==> config.mk <==
export PLATFORM = sky130hd
export DESIGN_NAME = reset_sequencer
export DESIGN_NICKNAME = d
export VERILOG_FILES = /design/src/rtl/reset_sequencer.sv
export SDC_FILE = /design/constraint.sdc
export NUM_CORES = 1
export LEC_CHECK = 0
export ABC_AREA = 1
export CAP_MARGIN = 20
export CORE_AREA = 2 2 96 80
export DETAILED_ROUTE_END_ITERATION = 8
export DIE_AREA = 0 0 98 82
export GPL_ROUTABILITY_DRIVEN = 1
export PLACE_DENSITY = 0.69
export SETUP_SLACK_MARGIN = 0.3
export SLEW_MARGIN = 20
export SYNTH_ARGS = -nofsm -noshare
export SYNTH_HDL_FRONTEND = slang
export SYNTH_SLANG_ARGS = --single-unit
==> constraint.sdc <==
create_clock -name clk -period 2.6 [get_ports clk]
set_input_delay 0.52 -clock clk [delete_from_list [all_inputs] [get_ports clk]]
set_output_delay 0.52 -clock clk [all_outputs]
set_load 0.05 [all_outputs]
==> src/rtl/reset_sequencer.sv <==
// Board reset/boot controller: synchronises and debounces inputs, releases
// domain resets in staggered order and requests the bootloader on a long press.
module reset_sequencer #(
    parameter int NUM_DOMAINS      = 3,
    parameter int DEBOUNCE_CYCLES  = 48000,
    parameter int STAGGER_CYCLES   = 16,
    parameter int BOOT_HOLD_CYCLES = 96000000
) (
    input  logic                   clk,
    input  logic                   rst_n,
    input  logic                   pll_locked,
    input  logic                   hold_n,
    input  logic                   btn_n,
    output logic [NUM_DOMAINS-1:0] domain_rst,
    output logic                   ready,
    output logic                   bootloader_n
);

    localparam logic [2:0] HOLD    = 3'd0;
    localparam logic [2:0] STAGGER = 3'd1;
    localparam logic [2:0] RUN     = 3'd2;
    localparam logic [2:0] PRESS   = 3'd3;
    localparam logic [2:0] BOOT    = 3'd4;

    localparam int DW = (DEBOUNCE_CYCLES > 1) ? $clog2(DEBOUNCE_CYCLES) : 1;
    localparam int STAG_TOP = NUM_DOMAINS * STAGGER_CYCLES;
    localparam int CNT_TOP = (STAG_TOP > BOOT_HOLD_CYCLES) ? STAG_TOP : BOOT_HOLD_CYCLES;
    localparam int CW = $clog2(CNT_TOP + 1);

    localparam logic [DW-1:0] DB_LAST  = DW'(DEBOUNCE_CYCLES - 1);
    localparam logic [CW-1:0] STAG_END = CW'(STAG_TOP);
    localparam logic [CW-1:0] BOOT_END = CW'(BOOT_HOLD_CYCLES);

    logic [1:0] pll_sync_q;
    logic [1:0] hold_sync_q;
    logic [1:0] btn_sync_q;

    // Reset leaves the PLL/hold paths "not ok" and the button "released"
    always_ff @(posedge clk or negedge rst_n) begin
        if (!rst_n) begin
            pll_sync_q  <= 2'b00;
            hold_sync_q <= 2'b00;
            btn_sync_q  <= 2'b11;
        end else begin
            pll_sync_q  <= {pll_sync_q[0], pll_locked};
            hold_sync_q <= {hold_sync_q[0], hold_n};
            btn_sync_q  <= {btn_sync_q[0], btn_n};
        end
    end

    logic ok;
    logic btn_s;

    assign ok    = pll_sync_q[1] & hold_sync_q[1];
    assign btn_s = btn_sync_q[1];

    logic [DW-1:0] db_cnt_q;
    logic [DW-1:0] db_cnt_d;
    logic          btn_db_q;
    logic          btn_db_d;

    always_comb begin
        db_cnt_d = db_cnt_q;
        btn_db_d = btn_db_q;
        if (btn_s == btn_db_q) begin
            db_cnt_d = '0;
        end else if (db_cnt_q == DB_LAST) begin
            btn_db_d = btn_s;
            db_cnt_d = '0;
        end else if (db_cnt_q != '1) begin
            db_cnt_d = db_cnt_q + DW'(1);
        end
    end

    always_ff @(posedge clk or negedge rst_n) begin
        if (!rst_n) begin
            db_cnt_q <= '0;
            btn_db_q <= 1'b1;
        end else begin
            db_cnt_q <= db_cnt_d;
            btn_db_q <= btn_db_d;
        end
    end

    logic pressed;
    assign pressed = ~btn_db_q;

    logic [2:0]    state_q;
    logic [2:0]    state_d;
    logic [CW-1:0] cnt_q;
    logic [CW-1:0] cnt_d;
    logic [CW-1:0] cnt_inc;

    assign cnt_inc = (cnt_q == '1) ? cnt_q : cnt_q + CW'(1);

    always_comb begin
        state_d = state_q;
        cnt_d   = cnt_q;
        unique case (state_q)
            HOLD: begin
                cnt_d = '0;
                if (ok && !pressed) state_d = STAGGER;
            end
            STAGGER: begin
                if (!ok) begin
                    state_d = HOLD;
                    cnt_d   = '0;
                end else if (cnt_q == STAG_END) begin
                    state_d = RUN;
                end else begin
                    cnt_d = cnt_inc;
                end
            end
            RUN: begin
                cnt_d = '0;
                if (!ok) state_d = HOLD;
                else if (pressed) state_d = PRESS;
            end
            PRESS: begin
                if (!ok || !pressed) begin
                    state_d = HOLD;
                    cnt_d   = '0;
                end else begin
                    cnt_d = cnt_inc;
                    if (cnt_inc == BOOT_END) state_d = BOOT;
                end
            end
            BOOT: begin
                state_d = BOOT;
            end
            default: begin
                state_d = HOLD;
                cnt_d   = '0;
            end
        endcase
    end

    always_ff @(posedge clk or negedge rst_n) begin
        if (!rst_n) begin
            state_q <= HOLD;
            cnt_q   <= '0;
        end else begin
            state_q <= state_d;
            cnt_q   <= cnt_d;
        end
    end

    // Outputs are registered from the next state so they never glitch
    logic [NUM_DOMAINS-1:0] domain_rst_d;
    logic [NUM_DOMAINS-1:0] domain_rst_q;
    logic                   ready_q;
    logic                   boot_n_q;

    always_comb begin
        domain_rst_d = '1;
        for (int i = 0; i < NUM_DOMAINS; i++) begin
            if (state_d == RUN)
                domain_rst_d[i] = 1'b0;
            else if (state_d == STAGGER &&
                     cnt_d >= CW'((i + 1) * STAGGER_CYCLES))
                domain_rst_d[i] = 1'b0;
        end
    end

    always_ff @(posedge clk or negedge rst_n) begin
        if (!rst_n) begin
            domain_rst_q <= '1;
            ready_q      <= 1'b0;
            boot_n_q     <= 1'b1;
        end else begin
            domain_rst_q <= domain_rst_d;
            ready_q      <= (state_d == RUN);
            boot_n_q     <= (state_d != BOOT);
        end
    end

    assign domain_rst   = domain_rst_q;
    assign ready        = ready_q;
    assign bootloader_n = boot_n_q;

endmodule

Word level (Yosys, flattened, before mapping)
Index checks and enable logic that the tools add are counted.

cells by class
  reduce and logical (&&, ||, !) cells = 9
  eq/ne operators = 13
  muxes and demuxes = 22
  bitwise gates (word level) = 2
  $add $sub $neg = 2
  $lt $le $gt $ge = 3

operators with widths
  kind                                                                     count
  27-bit 2-to-1 mux                                                        4
  27-bit case mux with 3 select lines                                      1
  27-bit equality test (second input constant)                             2
  27-bit by 6-bit >= comparator with 1-bit output (second input constant)  2
  16-bit 2-to-1 mux                                                        3
  27-bit by 1-bit adder with 27-bit output (second input constant)         1
  27-bit by 6-bit equality test with 1-bit output (second input constant)  1
  27-bit by 5-bit >= comparator with 1-bit output (second input constant)  1
  3-bit 2-to-1 mux                                                         7
  16-bit by 1-bit adder with 16-bit output (second input constant)         1
  16-bit equality test (second input constant)                             1
  16-bit inequality test (second input constant)                           1
  3-bit case mux with 5 select lines                                       1
  3-bit by 2-bit equality test with 1-bit output (second input constant)   3
  3-bit by 1-bit equality test with 1-bit output (second input constant)   2
  1-bit 2-to-1 mux                                                         6
  1-bit logical AND                                                        4
  3-bit equality test (second input constant)                              1
  3-bit logical NOT                                                        1
  3-bit inequality test (second input constant)                            1
  3-bit nonzero test                                                       1
  2-bit AND reduction                                                      1
  1-bit AND                                                                1
  1-bit equality test                                                      1
  other kinds (3)                                                          3

word-level totals
  word-level logic and storage cells = 61
  output and inout port bits = 5
  register bits after elaboration = 58
  input bits = 5

Longest topological paths before layout
Gate-level depths: netlist of run 1.

  word-level depth = 10
  mapped depth = 19
  depth with buffers taken out = 19

Least setup slack after synthesis of run 1
No wires, ideal clock.

  path kind = reg2reg
  start point = register cnt_q[1]
  end point = register domain_rst_q[0], in the netlist domain_rst[0]
  buffers on the path = 1
  clock period less this slack = 2.083 ns
  library setup time = 0.074 ns
  required time = 2.526 ns
  stages on the path, launching flop included = 18
  arrival = 2.009 ns
  setup slack = 0.517 ns
  cell sequence = dfrtp_1 -> ha_1 -> inv_2 -> nor2_4 -> nand2_4 -> nor2_8 -> nand2_2 -> buf_6 -> nand2_2 -> nand3_1 -> nor2_2 -> nand3_2 -> inv_1 -> nand2_1 -> nand2_1 -> nand4_1 -> nand2_1 -> inv_1

on the way
  longest elaborated chain between the ends = 10
  elaborated cells between the ends (all ways) = 20
  those cells by class = add/sub (1); order compare (1); eq/ne (5); mux (12); reduce/logical (1)

ends and longest elaborated chain
  item                                                                              RTL line  text
  start, declared                                                                   90        logic [CW-1:0] cnt_q;
  start signal, assigned                                                            144       cnt_q <= cnt_d;
  branches (longest 9 deep; another with 27-bit by 1-bit adder with 27-bit output)  -
  1-bit 2-to-1 mux (*)                                                              157       if (state_d == RUN)
  via domain_rst_d[0]                                                               149       logic [NUM_DOMAINS-1:0] domain_rst_d;
  end signal, assigned                                                              171       domain_rst_q <= domain_rst_d;
  end, declared                                                                     150       logic [NUM_DOMAINS-1:0] domain_rst_q;

Mark *: on every way through the listed nets, which the timed path passes.
A chain may end at the register's enable or synchronous reset.

Worst setup path after layout of run 1
  start point = register cnt_q[9]
  end point = register domain_rst_q[0], in the netlist domain_rst[0]

The elaborated chain is that of the path after synthesis.

==> results of run 1 <==
## sequential cells by signal (all words and copies together) (netlist names)
signal	flops
cnt_q	27
bootloader_n	1
state_q	3
ready	1
db_cnt_q	16
hold_sync_q	2
domain_rst	3
pll_sync_q	2
btn_db_q	1
btn_sync_q	2
## power groups by stage
stage,clock [W],combinational [W],sequential (W)
after detailed placement,0,0.0000400,0.000935
after CTS,0.000781,0.0000402,0.000918
after floorplan,0,0.0000117,0.000933
after global placement,0,0.0000402,0.000934
final,0.000774,0.0000407,0.000918
after global routing,0.000814,0.0000471,0.000919
## metrics by stage
| step | setup slack (ns) | power [W] | std cells | util (%) | area, um2 |
|---|---|---|---|---|---|
| finish | 0.2108 | 0.001733 | 747 | 71.90 | 5114 |
| CTS | 0.2935 | 0.001739 | 738 | 67.01 | 4766 |
| global placement | 0.1461 | 0.0009741 | 680 | 57.11 | 4061 |
| floorplan | 0.5170 | 0.0009449 | 575 | - | 3794 |
| global route | 0.04020 | 0.001780 | 747 | 71.90 | 5114 |
| detailed placement | 0.1151 | 0.0009746 | 680 | 57.11 | 4061 |
## how the worst max path moves through the flow
stage	from	to	cells after the start
floorplan	cnt_q[1]	domain_rst[0]	17
global placement	cnt_q[0]	domain_rst[0]	18
detailed placement	cnt_q[0]	domain_rst[0]	17
CTS	cnt_q[1]	domain_rst[0]	18
global route	cnt_q[11]	domain_rst[1]	18
finish	cnt_q[9]	domain_rst[0]	16
## logic make-up (layout without fill, tap and decap cells)
kind of cell               count (synthesis)  in the layout  share of synthesized area, %
DFF                                       58             58                         38.49
and+or+nand+nor                          378            379                         43.01
xor gates and xnor gates                   9              9                         2.078
buffers and inverters                     81            162                         8.476
AOI/OAI and AO/OA                         45             45                         6.662
adders and majority gates                  3              3                        0.9896
muxes                                      1              1                        0.2968
## area by class of cell
| class | instances | area, um2 |
|---|---|---|
| clock buffer | 10 | 137.6 |
| clock inverter | 6 | 42.54 |
| fill | 563 | 1998 |
| inverter | 73 | 276.5 |
| multi-input combinational | 437 | 2424 |
| sequential | 58 | 1471 |
| tap | 90 | 112.6 |
| timing repair buffer | 73 | 649.4 |
## routing by layer
metal / GRT usage, % / vias to the layer above
li1: - / 1980
met1: 43.92 / 1951
met2: 46.71 / 222
met3: 7.319 / 33
met4: 8.750 / 0
met5: 0 / -
## placed cells by master (no fill, tap or decap), types with 9 or more instances in the layout
cell type	instances
o21ai_0	17
dfrtp_2	9
a21oi_1	9
buf_4	56
nor2_2	24
nand2_2	22
clkbuf_8	10
nand4_1	13
nor2_4	21
inv_1	62
nand2_1	169
nand3_1	38
dfrtp_1	42
nand3_2	9
nor2_1	56
## what timing repair did
item / in CTS / in global routing
setup endpoints to repair: 5 / 15
pin swaps: 28 / 48
resized for setup: 54 / 84
gates cloned: 3 / 0
hold buffers: 0 / 0
setup buffers: 39 / 9
hold endpoints to repair: 0 / 0
==> flow_metrics.tcl, run 1 <==
set metrics [dict create \
    viasPerCell 5.604 \
    cpLargestDelayFamily "simple AND/OR/NAND/NOR gates" \
    diodes 0 \
    seqPwrFrac_pct 53.0 \
    cts-buffers-inserted 9 \
    critPathBufInv 2 \
    routedWlPerCell_um 16.61 \
    cp.arrival_ns 2.67 \
    ys_seq_area_share_pct 38.49 \
    detailed_place_hpwl_mm 7.755 \
    p_leak_nw 2.436 \
    cts_tree "built" \
    rows 28 \
    critPathRequiredTime_ns 2.88 \
    drv_slew 0 \
    cts.sinks 58 \
    drc 0 \
    yosysTopAreaCellShare_pct 33.64 \
    wl_met3_mm 1.234 \
    cts_buffer_depth 2 \
    p_int_w 0.001295 \
    p_comb_share_pct 2.3 \
    h-tree-depth 3 \
    power.switching_w 0.0004386 \
    max_cap_violations 0 \
    path_class "reg2reg" \
    cp-end-kind "register" \
    finalHoldViolCount 0 \
    power.density_nw_per_um2 338.9 \
    ys_seq_elements 58 \
    drt_iter0_drc 428 \
    antenna_left 0 \
    synth.top_cells.by_area "dfrtp_1, nand2_1, nor2_1, inv_1, nand3_1" \
    synth.most_common_cell "nand2_1" \
    m1WireLength_mm 5.479 \
    yosysWarnings 0 \
    syn_avg_cell_area_um2 6.598 \
    finClkSkew_ns 0.006773 \
    core_area_um2 7112 \
    synth-edff-count 0 \
    hold-worst-slack_ns 0.3031 \
    io_buffers 9 \
    crit_top_cell "nand2_1" \
    hp-class "in2async" \
    slew_headroom_pct 51.61 \
    gp_congestion 0.9295 \
    clkPwrFrac_pct 44.7 \
    irDropWorstVdd_v 0.0003524 \
    syn_nets 583 \
    die-area_um2 8036 \
    period_share_pct 91.89 \
    vias 4186 \
    drive_above_1_share_pct 31.35 \
    tns_ns 0 \
    status "complete, no violations" \
    rsz0062_at_grt "true" \
    cp-start-kind "register" \
    worst_path_max_delay_cell "dfrtp_1" \
    wl_met2_mm 5.427 \
    antenna_found_initial 0 \
    grtUsageTotal_pct 30.68 \
    p_sw_share_pct 25.30 \
    synth_cells 575 \
    worstMarginPinSlew_ns 0.7165 \
    clk_latency_ns 0.35 \
    die_x_um 98 \
    synth_area_um2 3794 \
    r2r_end "domain_rst[0]" \
    r2r_setup_slack_ns 0.21 \
    start_util_pct 53.34 \
    async_flop_share_pct 100.0 \
    die-height_um 82 \
    max_freq_mhz 418.6 \
    ios 10 \
    drt_wl_total_mm 12.41 \
    ys_types 38 \
    synth_top_area_cell "dfrtp_1" \
    r2r_start "cnt_q[9]" \
    firstDrtPassIters 5 \
    grt-ovfl-total 0 \
    cts_root_buf "clkbuf_8" \
    area.growth.synth_to_final_pct 34.80 \
    num-nets-final 660 \
    setup_viol 0 \
    layout_min_cycle_time_ns 2.389 \
    slowest_delay_ns 0.42 \
    grt_pass1_vias 3728 \
    cp_max_fo 4 \
    grt_max_degree 59 \
    top_layer "met4" \
    clk_pin_slew_ns 0.07 \
    rr_worst_depth 16 \
    grt_pass1_wl_mm 18.98 \
    path_cells "buf_4 > nand2_1 > nor2_2 > nand2_1 > nor2_1 > nand3_1 > nand2_1 > nand3_1 > nor2_4 > nand2_1 > nor2_1 > nand2_1 > nand2_2 > nand4_1 > nand2_1 > inv_1" \
    synth_common_cells "nand2_1, nor2_1, inv_1" \
    synthFlopType "dfrtp_1" \
]
Note: power is estimated with default switching activity, not from simulation.
==> inputs of run 2 (changes only) <==
--- a/config.mk
+++ b/config.mk
@@ -5,11 +5,10 @@
 export SDC_FILE = /design/constraint.sdc
 export NUM_CORES = 1
 export LEC_CHECK = 0
-export ABC_AREA = 1
 export CAP_MARGIN = 20
-export CORE_AREA = 2 2 96 80
+export CORE_AREA = 2 2 98 81
 export DETAILED_ROUTE_END_ITERATION = 8
-export DIE_AREA = 0 0 98 82
+export DIE_AREA = 0 0 100 83
 export GPL_ROUTABILITY_DRIVEN = 1
 export PLACE_DENSITY = 0.69
 export SETUP_SLACK_MARGIN = 0.3
==> run 2 against run 1 <==
  * The run now ends with setup timing left
  * Global-route usage up 7.5 points
  * Clock power grew 25%
  * Clock-buffer cell count did not move
  * Worst hold slack worse by 0.14 ns
  * Final area grew 23%
  * Utilization up 14 points
  * Register-to-register slack lost 0.74 ns
  * Sequential power barely moved
  * Non-clock buffer count rose by 120
  * Die area rose by 3.3%
==> flow_metrics.tcl, run 2 <==
set metrics [dict create \
    tns_ns -4.912 \
    grt_pass1_vias 4562 \
    final_cell_mix "buf_4, nand2_1, dfrtp_1, nor2_1, buf_6" \
    dp_slack_ns -0.8280 \
    detailed_place_hpwl_mm 11.19 \
    die-area_um2 8300 \
    cts_tree "built" \
    worst_slack_ns -0.5258 \
    num-nets-final 644 \
    worstMarginPinSlew_ns 0.7441 \
    status "finished, violations left" \
    max_cap_violations 0 \
    clk_latency_ns 0.35 \
    firstDrtPassIters 7 \
    multi_input_area_um2 2740 \
    p_total_w 0.001929 \
    die-height_um 83 \
    top_register "cnt_q" \
    postCtsHoldBufs 0 \
    setup_viol 20 \
    fillCellCount 379 \
    rr_worst_depth 12 \
    max_freq_mhz 319.9 \
    vias 5100 \
    rows 28 \
    global_route.usage.met2_pct 55.96 \
    cts_buffer_depth 2 \
    synth.top_cells.by_area "dfrtp_1, dfstp_2, nand2_1, o21ai_0, nand3_1" \
    cts_root_buf "clkbuf_8" \
    grt.busiest_layer "met2" \
    hp-class "in2async" \
    layout.cells.non_filler 731 \
    power.switching_w 0.0004588 \
    antenna_left 0 \
    clkPwrFrac_pct 50.0 \
    period_share_pct 120.2 \
    h-tree-depth 3 \
    synth-edff-count 0 \
    rsz0062_at_grt "true" \
    yosysTopAreaCellShare_pct 32.67 \
    gp_congestion 1.046 \
    synth.most_common_cell "dfrtp_1" \
    worst_path_max_delay_cell "or4_4" \
    synth_cells 460 \
    seqPwrFrac_pct 47.5 \
    routedWlPerCell_um 24.67 \
    violations "setup timing" \
    power.density_nw_per_um2 307.6 \
    irDropWorstVdd_v 0.0003832 \
    p_sw_share_pct 23.78 \
    path_cells "nor4_4 > nand4_1 > buf_4 > or4_4 > buf_6 > buf_6 > o21ai_2 > buf_6 > a221o_1 > nor4_2 > o2111ai_2 > o21ai_1" \
    globalRouteMet1Util_pct 53.80 \
    critPathRequiredTime_ns 2.84 \
    io_buffers 9 \
    area.growth.synth_to_final_pct 60.57 \
    cp-end-kind "register" \
    syn_avg_cell_area_um2 8.492 \
    drt_iter0_drc 777 \
    finClkSkew_ns 0.01711 \
    grt_pass1_wl_mm 24.38 \
    crit_top_cell "buf_6" \
    ys_seq_elements 58 \
    grt_use_met3_pct 11.36 \
    grtUsageTotal_pct 38.22 \
    cp.arrival_ns 3.36 \
    drc 0 \
    drive_above_1_share_pct 48.05 \
    cp_max_fo 6 \
    cts-buffers-inserted 9 \
    cts.sinks 58 \
    synth_common_cells "dfrtp_1, nand2_1, o21ai_0" \
    path_class "reg2reg" \
    place_inst 676 \
    viasPerCell 6.977 \
    synth_area_um2 3906 \
    clk_pin_slew_ns 0.08 \
    diodes 0 \
    final_common_cell "buf_4" \
    drt_wl_total_mm 18.03 \
    start_util_pct 53.61 \
    ys_seq_area_share_pct 37.38 \
    synthFlopType "dfrtp_1" \
    antenna_found_initial 0 \
    drv_slew 0 \
    top_regs "cnt_q (27), db_cnt_q (16)" \
    regArea_um2 1479 \
    core_area_um2 7287 \
    slowest_delay_ns 0.50 \
    yosysWarnings 0 \
    cp-start-kind "register" \
    die_x_um 100 \
    grt-ovfl-total 0 \
    p_leak_nw 2.778 \
    ys_types 68 \
    largest_reg_flops 27 \
    p_int_w 0.001471 \
    slew_headroom_pct 50.10 \
    async_flop_share_pct 100.0 \
    syn_nets 468 \
    synth_top_area_cell "dfrtp_1" \
    layout_min_cycle_time_ns 3.126 \
    hold-worst-slack_ns 0.1593 \
    finalHoldViolCount 0 \
    ios 10 \
    p_comb_share_pct 2.5 \
    grt_max_degree 59 \
]
[run 2: cell types whose count changed after synthesis, sizes merged, moves of 11 or more]
| cell | before | now |
|---|---|---|
| nor2 | 102 | 29 |
| nand3 | 49 | 30 |
| nor4 | 3 | 24 |
| nand2 | 199 | 49 |
| inv | 71 | 14 |
| or3 | 0 | 11 |
| buf | 7 | 19 |
| a21oi | 10 | 23 |
| o31ai | 0 | 13 |
| a31oi | 2 | 14 |
[run 2: what timing repair did]
| item | CTS | global route |
|---|---|---|
| resized for setup | 78 | 58 |
| buffers inserted | 14 | 24 |
| endpoints found under the setup margin | 33 | 40 |
| cloned | 0 | 1 |
| pin swaps | 19 | 15 |
[run 2: area by class of cell]
class	count	share of cell area [%]
multi-input combinational	359	43.69
timing repair buffer	193	26.55
sequential	58	23.58
clock buffer	10	2.035
tap	90	1.795
clock inverter	6	1.456
inverter	15	0.8977
[run 2: worst paths after layout]
path	startpoint	endpoint	slack, ns
min in group clk	hold_sync_q[0]	hold_sync_q[1]	0.35
min	rst_n	db_cnt_q[14]	0.16
max in group asynchronous	rst_n	bootloader_n	2.10
max reg2reg	cnt_q[17]	domain_rst[2]	-0.53
min reg2reg	hold_sync_q[0]	hold_sync_q[1]	0.35
max	cnt_q[17]	domain_rst[2]	-0.53
[run 2: worst max-delay path: cells and delay by family, from the launching register on]
family / cells / cell delay [ns]
buffers and inverters: 4 / 0.60
and+or+nand+nor: 4 / 1.21
AOI/OAI and AO/OA: 4 / 0.69
DFF: 1 / 0.49
[run 2: cell families (layout without fill, tap and decap cells)]
family / count (synthesis) / in the layout / share of synthesized area [%]
flip-flops: 58 / 58 / 37.38
multiplexers: 2 / 2 / 0.5445
AND/OR/NAND/NOR: 215 / 215 / 31.74
AO/OA/AOI/OAI: 120 / 120 / 20.15
XOR/XNOR: 19 / 19 / 4.260
buffers and inverters: 43 / 224 / 4.965
adder cells (fa/ha/maj): 3 / 3 / 0.9610
[run 2: power groups by stage]
stage	sequential [W]	combinational, W	clock, W
3_3_place_gp	0.000934	0.0000430	0
6_report	0.000917	0.0000476	0.000964
5_1_grt	0.000918	0.0000533	0.000997
2_1_floorplan	0.000934	0.0000127	0
4_1_cts	0.000918	0.0000457	0.000951
3_5_place_dp	0.000935	0.0000458	0
[run 2: per-stage QoR]
stage                     utilization (%)  cell area (um2)
after floorplan                         -             4059
final                               86.07             6272
after CTS                           79.82             5817
after detailed placement            71.57             5215
after global routing                86.07             6272
after global placement              71.57             5215
[run 2: routing by layer]
layer  vias up  wire length (um)
met5         -                 0
met4         0              1255
met3       155              2524
met2       469              7634
met1      2373              6617
li1       2103                 -
==> inputs of run 3 (changes only) <==
--- a/config.mk
+++ b/config.mk
@@ -10,7 +10,7 @@
 export DETAILED_ROUTE_END_ITERATION = 8
 export DIE_AREA = 0 0 100 83
 export GPL_ROUTABILITY_DRIVEN = 1
-export PLACE_DENSITY = 0.69
+export PLACE_DENSITY = 0.71
 export SETUP_SLACK_MARGIN = 0.3
 export SLEW_MARGIN = 20
 export SYNTH_ARGS = -nofsm -noshare
==> constraint.sdc (replaced) <==
create_clock -name clk -period 2.7 [get_ports clk]
set_input_delay 0.54 -clock clk [delete_from_list [all_inputs] [get_ports clk]]
set_output_delay 0.54 -clock clk [all_outputs]
set_load 0.05 [all_outputs]
==> run 3 against run 2 <==
  * The flow still finishes with violations (setup timing)
  * Clock-buffer cell count up 2
  * Worst hold slack got worse by 0.072 ns
  * Clock skew fell by 0.0057 ns
  * Clock power decreased by 12%
  * Cell count fell by 2.2%
  * Total power decreased by 8.0%
  * Critical path type unchanged
  * Critical endpoint is now domain_rst[0]
==> flow_metrics.tcl, run 3 (synthesized netlist as in run 2, its figures left out) <==
set metrics [dict create \
    period_share_pct 111.1 \
    finClkSkew_ns 0.01140 \
    routedWlPerCell_um 22.94 \
    power.switching_w 0.0004086 \
    max_freq_mhz 333.3 \
    cts_root_buf "clkbuf_8" \
    hp-class "in2async" \
    io_buffers 9 \
    grt-ovfl-total 0 \
    ios 10 \
    grt_max_degree 32 \
    drt_iter0_drc 624 \
    h-tree-depth 3 \
    clk_pin_slew_ns 0.07 \
    status "finished, violations left" \
    grtUsageTotal_pct 37.71 \
    violations "setup timing" \
    path_class "reg2reg" \
    drc 0 \
    detailed_place_hpwl_mm 11.48 \
    final_cell_mix "buf_4, nand2_1, dfrtp_1, nor2_1" \
    die_x_um 100 \
    cts_buffer_depth 2 \
    p_total_w 0.001774 \
    postCtsHoldBufs 0 \
    multi_input_area_um2 2729 \
    final_area_um2 6046 \
    antenna_found_initial 0 \
    p_leak_nw 2.667 \
    top_register "cnt_q" \
    start_util_pct 53.61 \
    firstDrtPassIters 5 \
    drv_slew 0 \
    finalHoldViolCount 0 \
    fillCellCount 429 \
    worst_path_max_delay_cell "or4_1" \
    cp_max_fo 5 \
    max_cap_violations 0 \
    power.density_nw_per_um2 293.5 \
    gp_congestion 1.094 \
    grt_pass1_wl_mm 23.86 \
    die-height_um 83 \
    hold-worst-slack_ns 0.08693 \
    cp-start-kind "register" \
    cts-buffers-inserted 9 \
    cp-end-kind "register" \
    cp.arrival_ns 3.26 \
    p_comb_share_pct 2.4 \
    area.growth.synth_to_final_pct 54.77 \
    irDropWorstVdd_v 0.0003765 \
    p_sw_share_pct 23.03 \
    final_common_cell "buf_4" \
    path_cells "buf_6 > nor4_4 > nand3_2 > buf_4 > nor4_1 > buf_4 > nor3_1 > o21ai_2 > nand3_1 > or4_1 > o31ai_1" \
    cts.sinks 58 \
    grt_pass1_vias 4494 \
    clkPwrFrac_pct 47.8 \
    largest_reg_flops 27 \
    num-nets-final 628 \
    slowest_delay_ns 0.56 \
    vias 4795 \
    worst_slack_ns -0.3001 \
    seqPwrFrac_pct 49.8 \
    cts_tree "built" \
    final_core_util_pct 82.97 \
    antenna_left 0 \
    slew_headroom_pct 51.61 \
    critPathRequiredTime_ns 2.96 \
    viasPerCell 6.706 \
    diodes 0 \
    core_area_um2 7287 \
    place_area_um2 5122 \
    p_int_w 0.001366 \
    drive_above_1_share_pct 47.20 \
    top_regs "cnt_q (27), db_cnt_q (16)" \
    rsz0062_at_grt "true" \
    regArea_um2 1480 \
    clk_latency_ns 0.35 \
    drt_wl_total_mm 16.41 \
    rows 28 \
    die-area_um2 8300 \
    setup_viol 9 \
    layout_min_cycle_time_ns 3.000 \
    dp_slack_ns -0.7216 \
    crit_top_cell "buf_4" \
    worstMarginPinSlew_ns 0.7215 \
]
-- run 3: critical path, delay by kind of cell (launching register included) --
family | cells | cell delay, ns
AOI/OAI and AO/OA | 2 | 0.46
and+or+nand+nor | 6 | 1.49
buffers and inverters | 3 | 0.53
DFF | 1 | 0.43
-- run 3: worst paths after layout --
kind / slack [ns] / startpoint / to / cells past startpoint
worst max-delay path: -0.30 / cnt_q[21] / domain_rst[0] / 11
worst min-delay path: 0.09 / rst_n / db_cnt_q[7] / 1
worst max register to register: -0.30 / cnt_q[21] / domain_rst[0] / 11
worst min register to register: 0.34 / hold_sync_q[0] / hold_sync_q[1] / 0
max in group asynchronous: 1.85 / rst_n / bootloader_n / 2
min in group clk: 0.34 / hold_sync_q[0] / hold_sync_q[1] / 0
-- run 3: stage by stage --
stage | TNS (ns) | std cells
global route | -2.224 | 715
CTS | -0.5036 | 701
detailed placement | -3.881 | 667
finish | -1.497 | 715
global placement | -4.040 | 667
floorplan | 0 | 460
-- run 3: cell type report --
type,count,share of cell area (%)
Multi-Input combinational cell,359,45.14
Tap cell,90,1.863
Sequential cell,58,24.48
Inverter,15,0.9313
Clock inverter,4,0.8278
Timing Repair Buffer,177,24.19
Clock buffer,12,2.566
-- run 3: layer usage --
layer	track usage [%]	vias to the layer above	share of wire, %
met2	53.75	338	44
met1	53.62	2309	42
li1	-	2063	-
met3	9.764	85	11
met4	16.94	0	4.0
met5	0	-	0
-- run 3: repair_timing --
action                                  in CTS  in global routing
buffers inserted                            18                 14
endpoints found under the hold margin        0                  0
gates resized for setup                     76                 54
endpoints found under the setup margin      32                 36
pin swaps                                   19                 13
-- run 3: power by group through the flow --
| stage | Clock (W) | Combinational (W) | Sequential (W) |
|---|---|---|---|
| finish | 0.000849 | 0.0000417 | 0.000884 |
| global placement | 0 | 0.0000409 | 0.000900 |
| global route | 0.000880 | 0.0000492 | 0.000885 |
| detailed placement | 0 | 0.0000422 | 0.000900 |
| CTS | 0.000854 | 0.0000422 | 0.000884 |
| floorplan | 0 | 0.0000123 | 0.000899 |
